### src/rtl/button_debounce_pkg.sv
// Shared types and helpers for the push-button debouncer and the logic
// that consumes its strobes.
package button_debounce_pkg;

   localparam int DEFAULT_DEBOUNCE_CYCLES = 1000000;
   localparam int MIN_DEBOUNCE_CYCLES     = 2;

   typedef enum logic [1:0] {
      IDLE         = 2'd0,
      PRESS_WAIT   = 2'd1,
      PRESSED      = 2'd2,
      RELEASE_WAIT = 2'd3
   } debounce_state_t;

   // The debounced level stays asserted until a release has been accepted.
   function automatic logic state_is_pressed(input debounce_state_t st);
      return (st == PRESSED) || (st == RELEASE_WAIT);
   endfunction

   // Segment order is {g,f,e,d,c,b,a}, active-high.
   function automatic logic [6:0] seg7_decode(input logic [3:0] value);
      logic [6:0] seg;
      seg = 7'h00;
      case (value)
         4'h0: seg = 7'h3F;
         4'h1: seg = 7'h06;
         4'h2: seg = 7'h5B;
         4'h3: seg = 7'h4F;
         4'h4: seg = 7'h66;
         4'h5: seg = 7'h6D;
         4'h6: seg = 7'h7D;
         4'h7: seg = 7'h07;
         4'h8: seg = 7'h7F;
         4'h9: seg = 7'h6F;
         4'hA: seg = 7'h77;
         4'hB: seg = 7'h7C;
         4'hC: seg = 7'h39;
         4'hD: seg = 7'h5E;
         4'hE: seg = 7'h79;
         4'hF: seg = 7'h71;
         default: seg = 7'h00;
      endcase
      return seg;
   endfunction

endpackage

### src/rtl/button_debounce_if.sv
// Button-side bundle: raw input from the board plus the debounced level and
// press/release strobes returned to the consumer.
interface button_debounce_if;

   logic btn_in;
   logic btn_level;
   logic press_pulse;
   logic release_pulse;

   modport master (
      output btn_in,
      input  btn_level,
      input  press_pulse,
      input  release_pulse
   );

   modport slave (
      input  btn_in,
      output btn_level,
      output press_pulse,
      output release_pulse
   );

endinterface

### src/rtl/button_debounce_sync.sv
// Two-flop synchronizer for any asynchronous board input; the reset value is
// the input's idle level so no spurious edge follows reset.
module sync_2ff #(
   parameter bit RESET_VALUE = 1'b0
) (
   input  logic clk,
   input  logic rst,
   input  logic d,
   output logic q
);

   logic meta;

   always_ff @(posedge clk or negedge rst) begin
      if (!rst) begin
         meta <= RESET_VALUE;
         q    <= RESET_VALUE;
      end else begin
         meta <= d;
         q    <= meta;
      end
   end

endmodule

### src/rtl/button_debounce.sv
// Push-button debouncer: polarity normalisation, 2-flop sync, then a
// four-state FSM that accepts a level only after DEBOUNCE_CYCLES stable cycles.
module button_debounce
   import button_debounce_pkg::*;
#(
   parameter int DEBOUNCE_CYCLES = DEFAULT_DEBOUNCE_CYCLES,
   parameter bit ACTIVE_LOW      = 1'b1
) (
   input  logic               clk,
   input  logic               rst,
   button_debounce_if.slave   bus
);

   localparam int               CNT_W   = $clog2(DEBOUNCE_CYCLES);
   localparam logic [CNT_W-1:0] CNT_MAX = CNT_W'(DEBOUNCE_CYCLES - 1);

   logic             raw_pressed;
   logic             s;
   debounce_state_t  state;
   logic [CNT_W-1:0] cnt;
   logic             btn_level_r;
   logic             press_pulse_r;
   logic             release_pulse_r;

   assign raw_pressed = ACTIVE_LOW ? ~bus.btn_in : bus.btn_in;

   sync_2ff #(
      .RESET_VALUE (1'b0)
   ) u_sync (
      .clk (clk),
      .rst (rst),
      .d   (raw_pressed),
      .q   (s)
   );

   // The counter only ever counts up to CNT_MAX and is cleared on entry to a
   // wait state, so it is compared rather than allowed to overflow.
   always_ff @(posedge clk or negedge rst) begin
      if (!rst) begin
         state           <= IDLE;
         cnt             <= '0;
         btn_level_r     <= 1'b0;
         press_pulse_r   <= 1'b0;
         release_pulse_r <= 1'b0;
      end else begin
         press_pulse_r   <= 1'b0;
         release_pulse_r <= 1'b0;
         case (state)
            IDLE: begin
               if (s) begin
                  cnt   <= '0;
                  state <= PRESS_WAIT;
               end
            end
            PRESS_WAIT: begin
               if (!s) begin
                  state <= IDLE;
               end else if (cnt == CNT_MAX) begin
                  state         <= PRESSED;
                  press_pulse_r <= 1'b1;
                  btn_level_r   <= 1'b1;
               end else begin
                  cnt <= cnt + 1'b1;
               end
            end
            PRESSED: begin
               if (!s) begin
                  cnt   <= '0;
                  state <= RELEASE_WAIT;
               end
            end
            RELEASE_WAIT: begin
               if (s) begin
                  state <= PRESSED;
               end else if (cnt == CNT_MAX) begin
                  state           <= IDLE;
                  release_pulse_r <= 1'b1;
                  btn_level_r     <= 1'b0;
               end else begin
                  cnt <= cnt + 1'b1;
               end
            end
            default: begin
               state       <= IDLE;
               cnt         <= '0;
               btn_level_r <= 1'b0;
            end
         endcase
      end
   end

   assign bus.btn_level     = btn_level_r;
   assign bus.press_pulse   = press_pulse_r;
   assign bus.release_pulse = release_pulse_r;

`ifndef SYNTHESIS
   pulse_exclusive: assert property (@(posedge clk) disable iff (!rst)
      !(press_pulse_r && release_pulse_r));
   level_matches_state: assert property (@(posedge clk) disable iff (!rst)
      btn_level_r == state_is_pressed(state));
   cnt_bounded: assert property (@(posedge clk) disable iff (!rst)
      cnt <= CNT_MAX);
`endif

endmodule

### src/flat_wrapper.sv
// flat-port wrapper written by rule: the top's interface ports become plain ports
module button_debounce_flat import button_debounce_pkg::*;
#(
   parameter int DEBOUNCE_CYCLES = DEFAULT_DEBOUNCE_CYCLES,
   parameter bit ACTIVE_LOW      = 1'b1
)
  (clk, rst, bus_btn_in, bus_btn_level, bus_press_pulse, bus_release_pulse);
  button_debounce_if bus_i ();
  input  logic clk;
  input  logic rst;
  input wire logic [$bits(bus_i.btn_in)-1:0] bus_btn_in;
  output wire logic [$bits(bus_i.btn_level)-1:0] bus_btn_level;
  output wire logic [$bits(bus_i.press_pulse)-1:0] bus_press_pulse;
  output wire logic [$bits(bus_i.release_pulse)-1:0] bus_release_pulse;
  assign bus_i.btn_in = bus_btn_in;
  assign bus_btn_level = bus_i.btn_level;
  assign bus_press_pulse = bus_i.press_pulse;
  assign bus_release_pulse = bus_i.release_pulse;
  button_debounce #(.DEBOUNCE_CYCLES(DEBOUNCE_CYCLES), .ACTIVE_LOW(ACTIVE_LOW)) u_core (.clk(clk), .rst(rst), .bus(bus_i));
endmodule
### config.mk
export PLATFORM = sky130hd
export DESIGN_NAME = button_debounce_flat
export DESIGN_NICKNAME = d
export VERILOG_FILES = /design/src/rtl/button_debounce_pkg.sv /design/src/rtl/button_debounce_if.sv /design/src/rtl/button_debounce_sync.sv /design/src/rtl/button_debounce.sv /design/src/flat_wrapper.sv
export SDC_FILE = /design/constraint.sdc
export NUM_CORES = 1
export LEC_CHECK = 0
export BUFFER_PORTS_ARGS = -buffer_cell sky130_fd_sc_hd__buf_4
export CORE_MARGIN = 4
export CORE_UTILIZATION = 30
export CTS_CLUSTER_SIZE = 25
export DETAILED_ROUTE_END_ITERATION = 10
export PLACE_DENSITY_LB_ADDON = 0.15
export SLEW_MARGIN = 15
export SYNTH_ARGS = -nofsm -noshare
export SYNTH_HDL_FRONTEND = slang
export SYNTH_SLANG_ARGS = --single-unit
export TNS_END_PERCENT = 20
### constraint.sdc
create_clock -name clk -period 6.6 [get_ports clk]
set_input_delay 0.99 -clock clk [delete_from_list [all_inputs] [get_ports clk]]
set_output_delay 0.99 -clock clk [all_outputs]
set_load 0.01 [all_outputs]
-- Word-level counts from Yosys, hierarchy flattened
Index checks and enable logic that the tools add are counted.
- bitwise operators: 1
- add/subtract/negate cells: 1
- equal/unequal tests: 12
- multiplexer cells: 23
- reductions and logical operators: 5
- operators by type and width (kind ; number):
    $mux 20 ; 5
    $pmux 20 s4 ; 1
    $add 20x1->20 const B ; 1
    $eq 20x20->1 const B ; 1
    $mux 2 ; 6
    $mux 1 ; 9
    $ne 2x2->1 const B ; 4
    $pmux 2 s4 ; 1
    $reduce_and 4->1 ; 2
    $ne 3x2->1 const B ; 2
    $reduce_and 5->1 ; 1
    $eq 2x2->1 const B ; 2
    $ne 2x1->1 const B ; 2
    $eq 2x1->1 const B ; 1
    $logic_not 2->1 ; 1
    $pmux 1 s2 ; 1
    $reduce_bool 2->1 ; 1
    $not 1->1 ; 1
- bits of input ports: 3
- register bits: 27

-- Depth between registers and ports, before layout
Gate-level depths: netlist of the first run.
- depth in word-level cells: 4
- gate-level depth with buffers: 7
- mapped depth without buffers: 6

-- Hierarchy
From an unflattened synthesis of the first run, not the netlist that was laid out.
- cells, all modules: 162
- area total of the unflattened synthesis: 1460.2 µm²
- modules (own cells, without submodules) (module ; cells an instance ; area each (µm²) ; instances):
    button_debounce ; 160 ; 1410.1 ; 1
    sync_2ff ; 2 ; 50.0 ; 1

-- Least setup slack after synthesis of the first run
OpenSTA, ideal clock, no wires.
- path type: flip-flop to flip-flop
- start point: register u_core.cnt[0]
- end point: register u_core.cnt[18]
- data required time: 6531 ps
- cell stages (with the launch flop): 7
- data arrival time: 2085 ps
- slack: 4446 ps
- cell sequence: dfrtp_1 > ha_1 > nand4_2 > or4_4 > or3_1 > or4_1 > nand3_1
- word-level cells in the longest chain between the ends: 4
- elaborated cells between the ends (all ways): 6
- RTL lines (what ; line ; source):
    from (decl) ; button_debounce.sv:20 ; logic [CNT_W-1:0] cnt;
    from (signal assigned) ; button_debounce.sv:63 ; cnt <= cnt + 1'b1;
    from (signal assigned) ; button_debounce.sv:80 ; cnt <= cnt + 1'b1;
    $add 20x1->20 / $eq 20x20->1 (equally long branches) ; n/a ;
    $mux 20 * ; button_debounce.sv:58, button_debounce.sv:75 ;
    $mux 20, on equally long branches ; button_debounce.sv:73, button_debounce.sv:56 ;
    $pmux 20 s4 * ; button_debounce.sv:48 ; case (state)
Mark *: on every way between the ends. The rest lies on a longest branch, timed or not. The select of a mux whose other input is x is not followed.
A chain may end at the register's enable or synchronous reset.

-- Final worst setup path of the first run
- start point: register u_core.cnt[0]
- end point: register u_core.cnt[6]
Same word-level chain as after synthesis.

==> summary.json, run 1 <==
{
  "run_status": "finished clean",
  "synth_fp_nets": 167,
  "max-vdd-ir-drop_mv": 0.0847,
  "ys_dominant_reg_cell": "dfrtp_1",
  "total_via_count_after_detailed_routing": 1176,
  "drive_above_1_share_pct": 9.15,
  "critical-path-top-delay-family": "compound AO/OA/AOI/OAI gates",
  "dieWidth_um": 78.1,
  "grt_antenna_before_repair": 0,
  "critical_setup_path_class": "flop to flop",
  "crit_path_max_fanout": 25,
  "route.detailed.drc": 0,
  "viasPerCell": 5.09,
  "synth.distinct_cells": 36,
  "grt_pass1_vias": 1096,
  "fin_skew_ns": 0.00737,
  "max_slew_margin_pct": 35.5,
  "data_required_time_at_the_worst_endpoint_ns": 6.74,
  "wire_per_inst_um": 13.9,
  "finalCritPeriodShare_pct": 36.5,
  "synthesis.area_per_instance_um2": 9.03,
  "die_area_mm2": 0.00609,
  "cp_cell_sequence": "ha_1 > nand4_2 > nand3b_1 > o31ai_4 > o22a_1 > o22ai_1",
  "post_syn_instances": 163,
  "post_cts.resized_instances": 0,
  "setup_total_negative_slack_ns": 0,
  "grt_first_pass_wirelength_um": 5460,
  "final-setup-viol-count": 0,
  "tightestPinTransition_ns": 0.967,
  "die-height_um": 78.1,
  "layout_common_cells": "dfrtp_1 (27), nand2_1 (25), nand3_1 (15)",
  "clock_tree.buffer_depth": 2,
  "placeableCoreArea_mm2": 0.00475,
  "critical_path_arrival_ns": 2.55,
  "clock_insertion_delay_worst_skew_ns": 0.27,
  "number_of_warnings_issued_by_yosys": 0,
  "critical_path.startpoint_type": "flop",
  "placement.io_buffers": 5,
  "antenna-diode-count": 0,
  "detailedPlace.worstSlack_ns": 4.21,
  "drtPass1Iterations": 4,
  "rsz0062_at_grt": "no",
  "std_cell_rows": 25,
  "dp_hpwl_um": 2190,
  "detail_route.iter0.violations": 64,
  "worst_setup_path_end_kind": "flop",
  "cap_viol_max_count": 0,
  "number_of_antenna_violating_nets_in_the_routed_design": 0,
  "design.portCount": 6,
  "final_report_hold_violation_count": 0,
  "hold_path_class": "flop to flop",
  "total_power_mw": 0.298,
  "syn2layout_area_growth_pct": 7.56,
  "globalplace.congestion": 0.742,
  "path_clk_slew_ns": 0.10,
  "worstPathBufferInverterCount": 0,
  "hold_buffers": 0,
  "postCtsSetupBuffers": 0,
  "post_synth_instance_area_mm2": 0.00147,
  "mostFrequentLayoutCell": "dfrtp_1",
  "finalWorstPathRequiredPeriod_ns": 2.41,
  "cts_root_buffer": "clkbuf_8",
  "slew_viol_final": 0,
  "hold-worst-slack_ns": 0.374,
  "worst_slack_ns": 4.19,
  "timing.fmax_mhz": 416,
  "pwr_density_cell_mw_per_mm2": 188,
  "pin_count_of_the_biggest_net_entering_global_routing": 28,
  "synth.yosys.seq_area_share_pct": 45.9,
  "number_of_synthesized_flops_with_an_enable_pin": 0,
  "cts_buffers": 3,
  "groute.usage.overall_pct": 11.2,
  "cts_tree": "done",
  "yosys_reg_bits": 27,
  "floorplan.initialDensity_pct": 31.0,
  "max_stage_delay_ns": 0.89,
  "final_nets": 169,
  "grt_overflow": 0,
  "cts_num_sinks": 27,
  "clock_tree.htree_level_count": 1,
  "cellLeakagePower_nw": 0.654,
  "routed_wire_length_um": 3210,
  "timing.critical_path.slowest_stage_cell": "o31ai_4",
  "synth-async-reset-ratio_pct": 100
}
layer usage:
layer	global-route usage, %	part of all wire [%]	up-vias
met5	0	0	-
met4	3.15	0.59	0
met3	1.49	2.9	2
met2	17.6	47	14
met1	16.0	49	570
li1	-	-	590
power by group:
group	leakage (nW)	switching, mW	internal, mW
sequential	0.368	0.00974	0.171
combinational	0.264	0.0129	0.00710
clock	0.0217	0.0542	0.0429
total	0.654	0.0769	0.221
Yosys cell counts, drive strengths merged, types with 2 or more instances:
| cell | instances | area, um^2 |
|---|---|---|
| nor4 | 2 | 12.5 |
| o21ai | 12 | 60.1 |
| a21oi | 6 | 30.0 |
| mux2i | 4 | 40.0 |
| inv | 6 | 22.5 |
| nor3 | 9 | 45.0 |
| nand4 | 5 | 37.5 |
| and2 | 4 | 25.0 |
| o41ai | 4 | 35.0 |
| and3 | 2 | 12.5 |
| a21o | 2 | 16.3 |
| dfrtp | 27 | 676 |
| and4 | 2 | 18.8 |
| a22o | 2 | 17.5 |
| nand2b | 2 | 12.5 |
| a31oi | 4 | 25.0 |
| nand2 | 25 | 93.8 |
| nand3 | 15 | 75.1 |
| clkbuf | 9 | 66.3 |
| or4 | 4 | 33.8 |
| nor2 | 8 | 30.0 |
cell families after synthesis:
logic type	after synthesis	synth area share [%]
buffers and inverters	15	6.03
muxes	4	2.72
AOI/OAI and AO/OA	33	15.0
adders and majority gates	1	0.849
DFF	27	45.9
and+or+nand+nor	82	29.0
xor gates and xnor gates	1	0.595
cell type report:
class                   count  area, um^2
clock inverters             1        7.51
inverters                   6        22.5
flip-flops and latches     27         676
clock buffers               3        41.3
multi-input cells         121         708
well taps                  67        83.8
fillers                   512        3170
repair buffers              6        45.0
worst register-to-register path, cell delays in order, from the launching register on:
cell and delay (ns):
dfrtp_1 0.41, ha_1 0.24, nand4_2 0.14, nand3b_1 0.29, o31ai_4 0.89, o22a_1 0.23
o22ai_1 0.07
state kept, by name (all words and copies together), names as in the netlist, named ones only:
name,cells
u_core.u_sync.meta,1
u_core.bus.press_pulse,1
u_core.state,1
u_core.bus.release_pulse,1
u_core.cnt,20
u_core.u_sync.q,1
u_core.bus.btn_level,1
final timing paths:
path | from | slack [ns] | endpoint | cells past startpoint
max | u_core.cnt[0]$_DFFE_PN0P_ | 4.19 | u_core.cnt[6]$_DFFE_PN0P_ | 6
min | u_core.u_sync.meta$_DFF_PN0_ | 0.37 | u_core.u_sync.q$_DFF_PN0_ | 0
max reg2reg | u_core.cnt[0]$_DFFE_PN0P_ | 4.19 | u_core.cnt[6]$_DFFE_PN0P_ | 6
min reg2reg | u_core.u_sync.meta$_DFF_PN0_ | 0.37 | u_core.u_sync.q$_DFF_PN0_ | 0
max in group asynchronous | rst | 5.72 | u_core.cnt[17]$_DFFE_PN0P_ | 1
min in group asynchronous | rst | 0.62 | u_core.cnt[7]$_DFFE_PN0P_ | 1
through the flow:
stage,instance area (um^2),cells,utilization [%]
after floorplan,1470,163,-
after global placement,1540,227,32.3
after detailed placement,1540,227,32.3
after CTS,1580,231,33.3
after global routing,1580,231,33.3
final,1580,231,33.3
(Power assumes the default switching activity.)
==> run 2, diff against run 1 <==
==> constraint.sdc (replaced) <==
create_clock -name clk -period 2.1 [get_ports clk]
set_input_delay 0.315 -clock clk [delete_from_list [all_inputs] [get_ports clk]]
set_output_delay 0.315 -clock clk [all_outputs]
set_load 0.01 [all_outputs]
==> summary.json, run 2 (synthesis results as in run 1) <==
{
  "run_status": {"value": "finished clean", "change": "unchanged"},
  "grt_overflow": {"value": 0, "change": "unchanged"},
  "design.portCount": {"value": 6, "change": "unchanged"},
  "dpl_cell_area": {"value": 0.00168, "unit": "mm^2", "change": "was 0.00154 mm^2"},
  "path_clk_slew": {"value": 0.10, "unit": "ns", "change": "about the same"},
  "drtPass1Iterations": {"value": 4, "change": "unchanged"},
  "syn2layout_area_growth": {"value": 20.6, "unit": "%", "change": "was 7.56%"},
  "layout.core_utilization": {"value": 37.3, "unit": "%", "change": "was 33.3%"},
  "drive_above_1_share": {"value": 19.6, "unit": "%", "change": "was 9.15%"},
  "detail_route.iter0.violations": {"value": 133, "change": "was 64"},
  "max_stage_delay": {"value": 0.50, "unit": "ns", "change": "was 0.89 ns"},
  "clock_tree.htree_level_count": {"value": 1, "change": "unchanged"},
  "critical_path.startpoint": {"value": "u_core.cnt[0]$_DFFE_PN0P_", "change": "unchanged"},
  "cts_buffers": {"value": 3, "change": "unchanged"},
  "mostFrequentLayoutCell": {"value": "dfrtp_1", "change": "unchanged"},
  "total_via_count_after_detailed_routing": {"value": 1246, "change": "was 1176"},
  "die-height": {"value": 78.1, "unit": "um", "change": "unchanged"},
  "reg2regPathDepth": {"value": 6, "change": "unchanged"},
  "final-setup-viol-count": {"value": 0, "change": "unchanged"},
  "cts_tree": {"value": "done", "change": "unchanged"},
  "cap_viol_max_count": {"value": 0, "change": "unchanged"},
  "pin_count_of_the_biggest_net_entering_global_routing": {"value": 28, "change": "unchanged"},
  "placed_cells_incl_taps": {"value": 244, "change": "was 227"},
  "route.detailed.drc": {"value": 0, "change": "unchanged"},
  "std_cell_rows": {"value": 25, "change": "unchanged"},
  "cts_root_buffer": {"value": "clkbuf_8", "change": "unchanged"},
  "max_slew_margin": {"value": 73.6, "unit": "%", "change": "was 35.5%"},
  "placeableCoreArea": {"value": 0.00475, "unit": "mm^2", "change": "unchanged"},
  "clock_tree.buffer_depth": {"value": 2, "change": "unchanged"},
  "fin_skew": {"value": 0.00403, "unit": "ns", "change": "was 0.00737 ns"},
  "cp_cell_sequence": {"value": "ha_4 > nand4_4 > or4_4 > or3_4 > or4_1 > nand3_1", "change": "was ha_1 > nand4_2 > nand3b_1 > o31ai_4 > o22a_1 > o22ai_1"},
  "timing.fmax": {"value": 488, "unit": "MHz", "change": "was 416 MHz"},
  "crit_path_max_fanout": {"value": 3, "change": "was 25"},
  "r2r_end": {"value": "u_core.cnt[18]$_DFFE_PN0P_", "change": "was u_core.cnt[6]$_DFFE_PN0P_"},
  "final_cells": {"value": 251, "change": "was 231"},
  "regMostFlops": {"value": "u_core.cnt", "change": "unchanged"},
  "die_area": {"value": 0.00609, "unit": "mm^2", "change": "unchanged"},
  "critical_path_arrival": {"value": 2.27, "unit": "ns", "change": "was 2.55 ns"},
  "hold_path_class": {"value": "input pin to flop", "change": "was flop to flop"},
  "crit-reg2reg-launch": {"value": "u_core.cnt[0]$_DFFE_PN0P_", "change": "unchanged"},
  "grt_pass1_vias": {"value": 1124, "change": "was 1096"},
  "wire_per_inst": {"value": 13.5, "unit": "um", "change": "was 13.9 um"},
  "tightestPinTransition": {"value": 0.391, "unit": "ns", "change": "was 0.967 ns"},
  "critical_path.startpoint_type": {"value": "flop", "change": "unchanged"},
  "antenna-diode-count": {"value": 0, "change": "unchanged"},
  "number_of_antenna_violating_nets_in_the_routed_design": {"value": 0, "change": "unchanged"},
  "critical_setup_path_class": {"value": "flop to flop", "change": "unchanged"},
  "max-vdd-ir-drop": {"value": 0.212, "unit": "mV", "change": "was 0.0847 mV"},
  "final_report_hold_violation_count": {"value": 0, "change": "unchanged"},
  "timing.critical_path.slowest_stage_cell": {"value": "or4_4", "change": "was o31ai_4"},
  "grt_first_pass_wirelength": {"value": 5730, "unit": "um", "change": "was 5460 um"},
  "largest_register_ff_count": {"value": 20, "change": "unchanged"},
  "cts_num_sinks": {"value": 27, "change": "unchanged"},
  "worstHoldEndpoint": {"value": "u_core.u_sync.meta$_DFF_PN0_", "change": "was u_core.u_sync.q$_DFF_PN0_"},
  "post-route-cell-area": {"value": 0.00178, "unit": "mm^2", "change": "was 0.00158 mm^2"},
  "placement.io_buffers": {"value": 5, "change": "unchanged"},
  "layout_common_cells": {"value": "dfrtp_1 (27), nand2_1 (25), buf_4 (24)", "change": "was dfrtp_1 (27), nand2_1 (25), nand3_1 (15)"},
  "setup.reg_to_reg.worst_slack": {"value": 0.05, "unit": "ns", "change": "was 4.19 ns"},
  "hold_start": {"value": "bus_btn_in", "change": "was u_core.u_sync.meta$_DFF_PN0_"},
  "grt_antenna_before_repair": {"value": 0, "change": "unchanged"},
  "worst_setup_path_end_kind": {"value": "flop", "change": "unchanged"},
  "slew_viol_final": {"value": 0, "change": "unchanged"},
  "final_nets": {"value": 189, "change": "was 169"},
  "cellLeakagePower": {"value": 0.763, "unit": "nW", "change": "was 0.654 nW"},
  "globalplace.congestion": {"value": 0.783, "change": "was 0.742"},
  "dp_hpwl": {"value": 2360, "unit": "um", "change": "was 2190 um"},
  "floorplan.initialDensity": {"value": 31.0, "unit": "%", "change": "unchanged"},
  "holdPathStages": {"value": 2, "change": "was 0"},
  "pwr_density_cell": {"value": 556, "unit": "mW/mm^2", "change": "was 188 mW/mm^2"},
  "finalCritPeriodShare": {"value": 97.5, "unit": "%", "change": "was 36.5%"},
  "viasPerCell": {"value": 4.96, "change": "was 5.09"},
  "data_required_time_at_the_worst_endpoint": {"value": 2.32, "unit": "ns", "change": "was 6.74 ns"},
  "dieWidth": {"value": 78.1, "unit": "um", "change": "unchanged"},
  "routed_wire_length": {"value": 3380, "unit": "um", "change": "was 3210 um"},
  "clock_insertion_delay_worst_skew": {"value": 0.28, "unit": "ns", "change": "was 0.27 ns"},
  "groute.usage.overall": {"value": 11.8, "unit": "%", "change": "was 11.2%"},
  "rsz0062_at_grt": {"value": "no", "change": "unchanged"},
  "fill_cells": {"value": 501, "change": "was 512"},
  "finalWorstPathRequiredPeriod": {"value": 2.05, "unit": "ns", "change": "was 2.41 ns"}
}
run 2: cell count changes in the layout (fill, tap and decap cells not counted):
cell	delta
buf_12	+1
buf_4	+18
ha_1	-1
ha_4	+1
nand4_4	+1
nand4_2	-1
or3_1	-1
dlygate4sd3_1	+1
or3_4	+1
run 2: critical path, delay by kind of cell (launching register included):
kind,cells,cell delay [ns]
and+or+nand+nor,5,1.43
adders and majority gates,1,0.16
DFF,1,0.41
run 2: area by class of cell:
| class | instances | area, um^2 | area share (%) |
|---|---|---|---|
| clock inverter | 1 | 7.51 | 0.423 |
| inverter | 6 | 22.5 | 1.27 |
| tap | 67 | 83.8 | 4.72 |
| clock buffer | 3 | 41.3 | 2.33 |
| sequential | 27 | 676 | 38.1 |
| multi-input combinational | 121 | 734 | 41.4 |
| timing repair buffer | 26 | 210 | 11.8 |
run 2: worst max path at each step:
stage,end,depth (start not counted),slack [ns]
floorplan,u_core.cnt[18]$_DFFE_PN0P_,6,0.0001
global placement,u_core.cnt[18]$_DFFE_PN0P_,6,-0.001
detailed placement,u_core.cnt[18]$_DFFE_PN0P_,6,-0.03
CTS,u_core.cnt[18]$_DFFE_PN0P_,6,-0.02
global route,u_core.cnt[18]$_DFFE_PN0P_,6,0.005
finish,u_core.cnt[18]$_DFFE_PN0P_,6,0.05
run 2: through the flow:
stage	hold slack (ns)	total power [mW]	setup slack (ns)	setup TNS (ns)
after detailed placement	0.260	0.677	-0.0261	-0.0261
final	0.169	0.988	0.0519	0
after global routing	0.134	1.06	0.00501	0
after CTS	0.157	0.995	-0.0209	-0.0209
after floorplan	0.0194	0.616	0.000143	0
after global placement	0.259	0.673	-0.00135	-0.00135
run 2: metal layers:
metal | vias to the layer above | share of wire (%) | GRT usage [%]
li1 | 630 | - | -
met1 | 592 | 51 | 17.7
met4 | 0 | 0.71 | 3.67
met5 | - | 0 | 0
met2 | 22 | 45 | 17.6
met3 | 2 | 2.8 | 1.72
run 2: where the power goes:
group          total [mW]  internal (mW)  switching, mW
Sequential          0.558          0.538         0.0196
Combinational       0.121         0.0560         0.0651
Clock               0.309          0.135          0.174
run 2: repair_timing:
action	in CTS	in global routing
gates resized for setup	1	2
hold buffers	1	0
buffers inserted	1	1
endpoints found under the setup margin	1	1
pin swaps	3	2
endpoints found under the hold margin	27	0
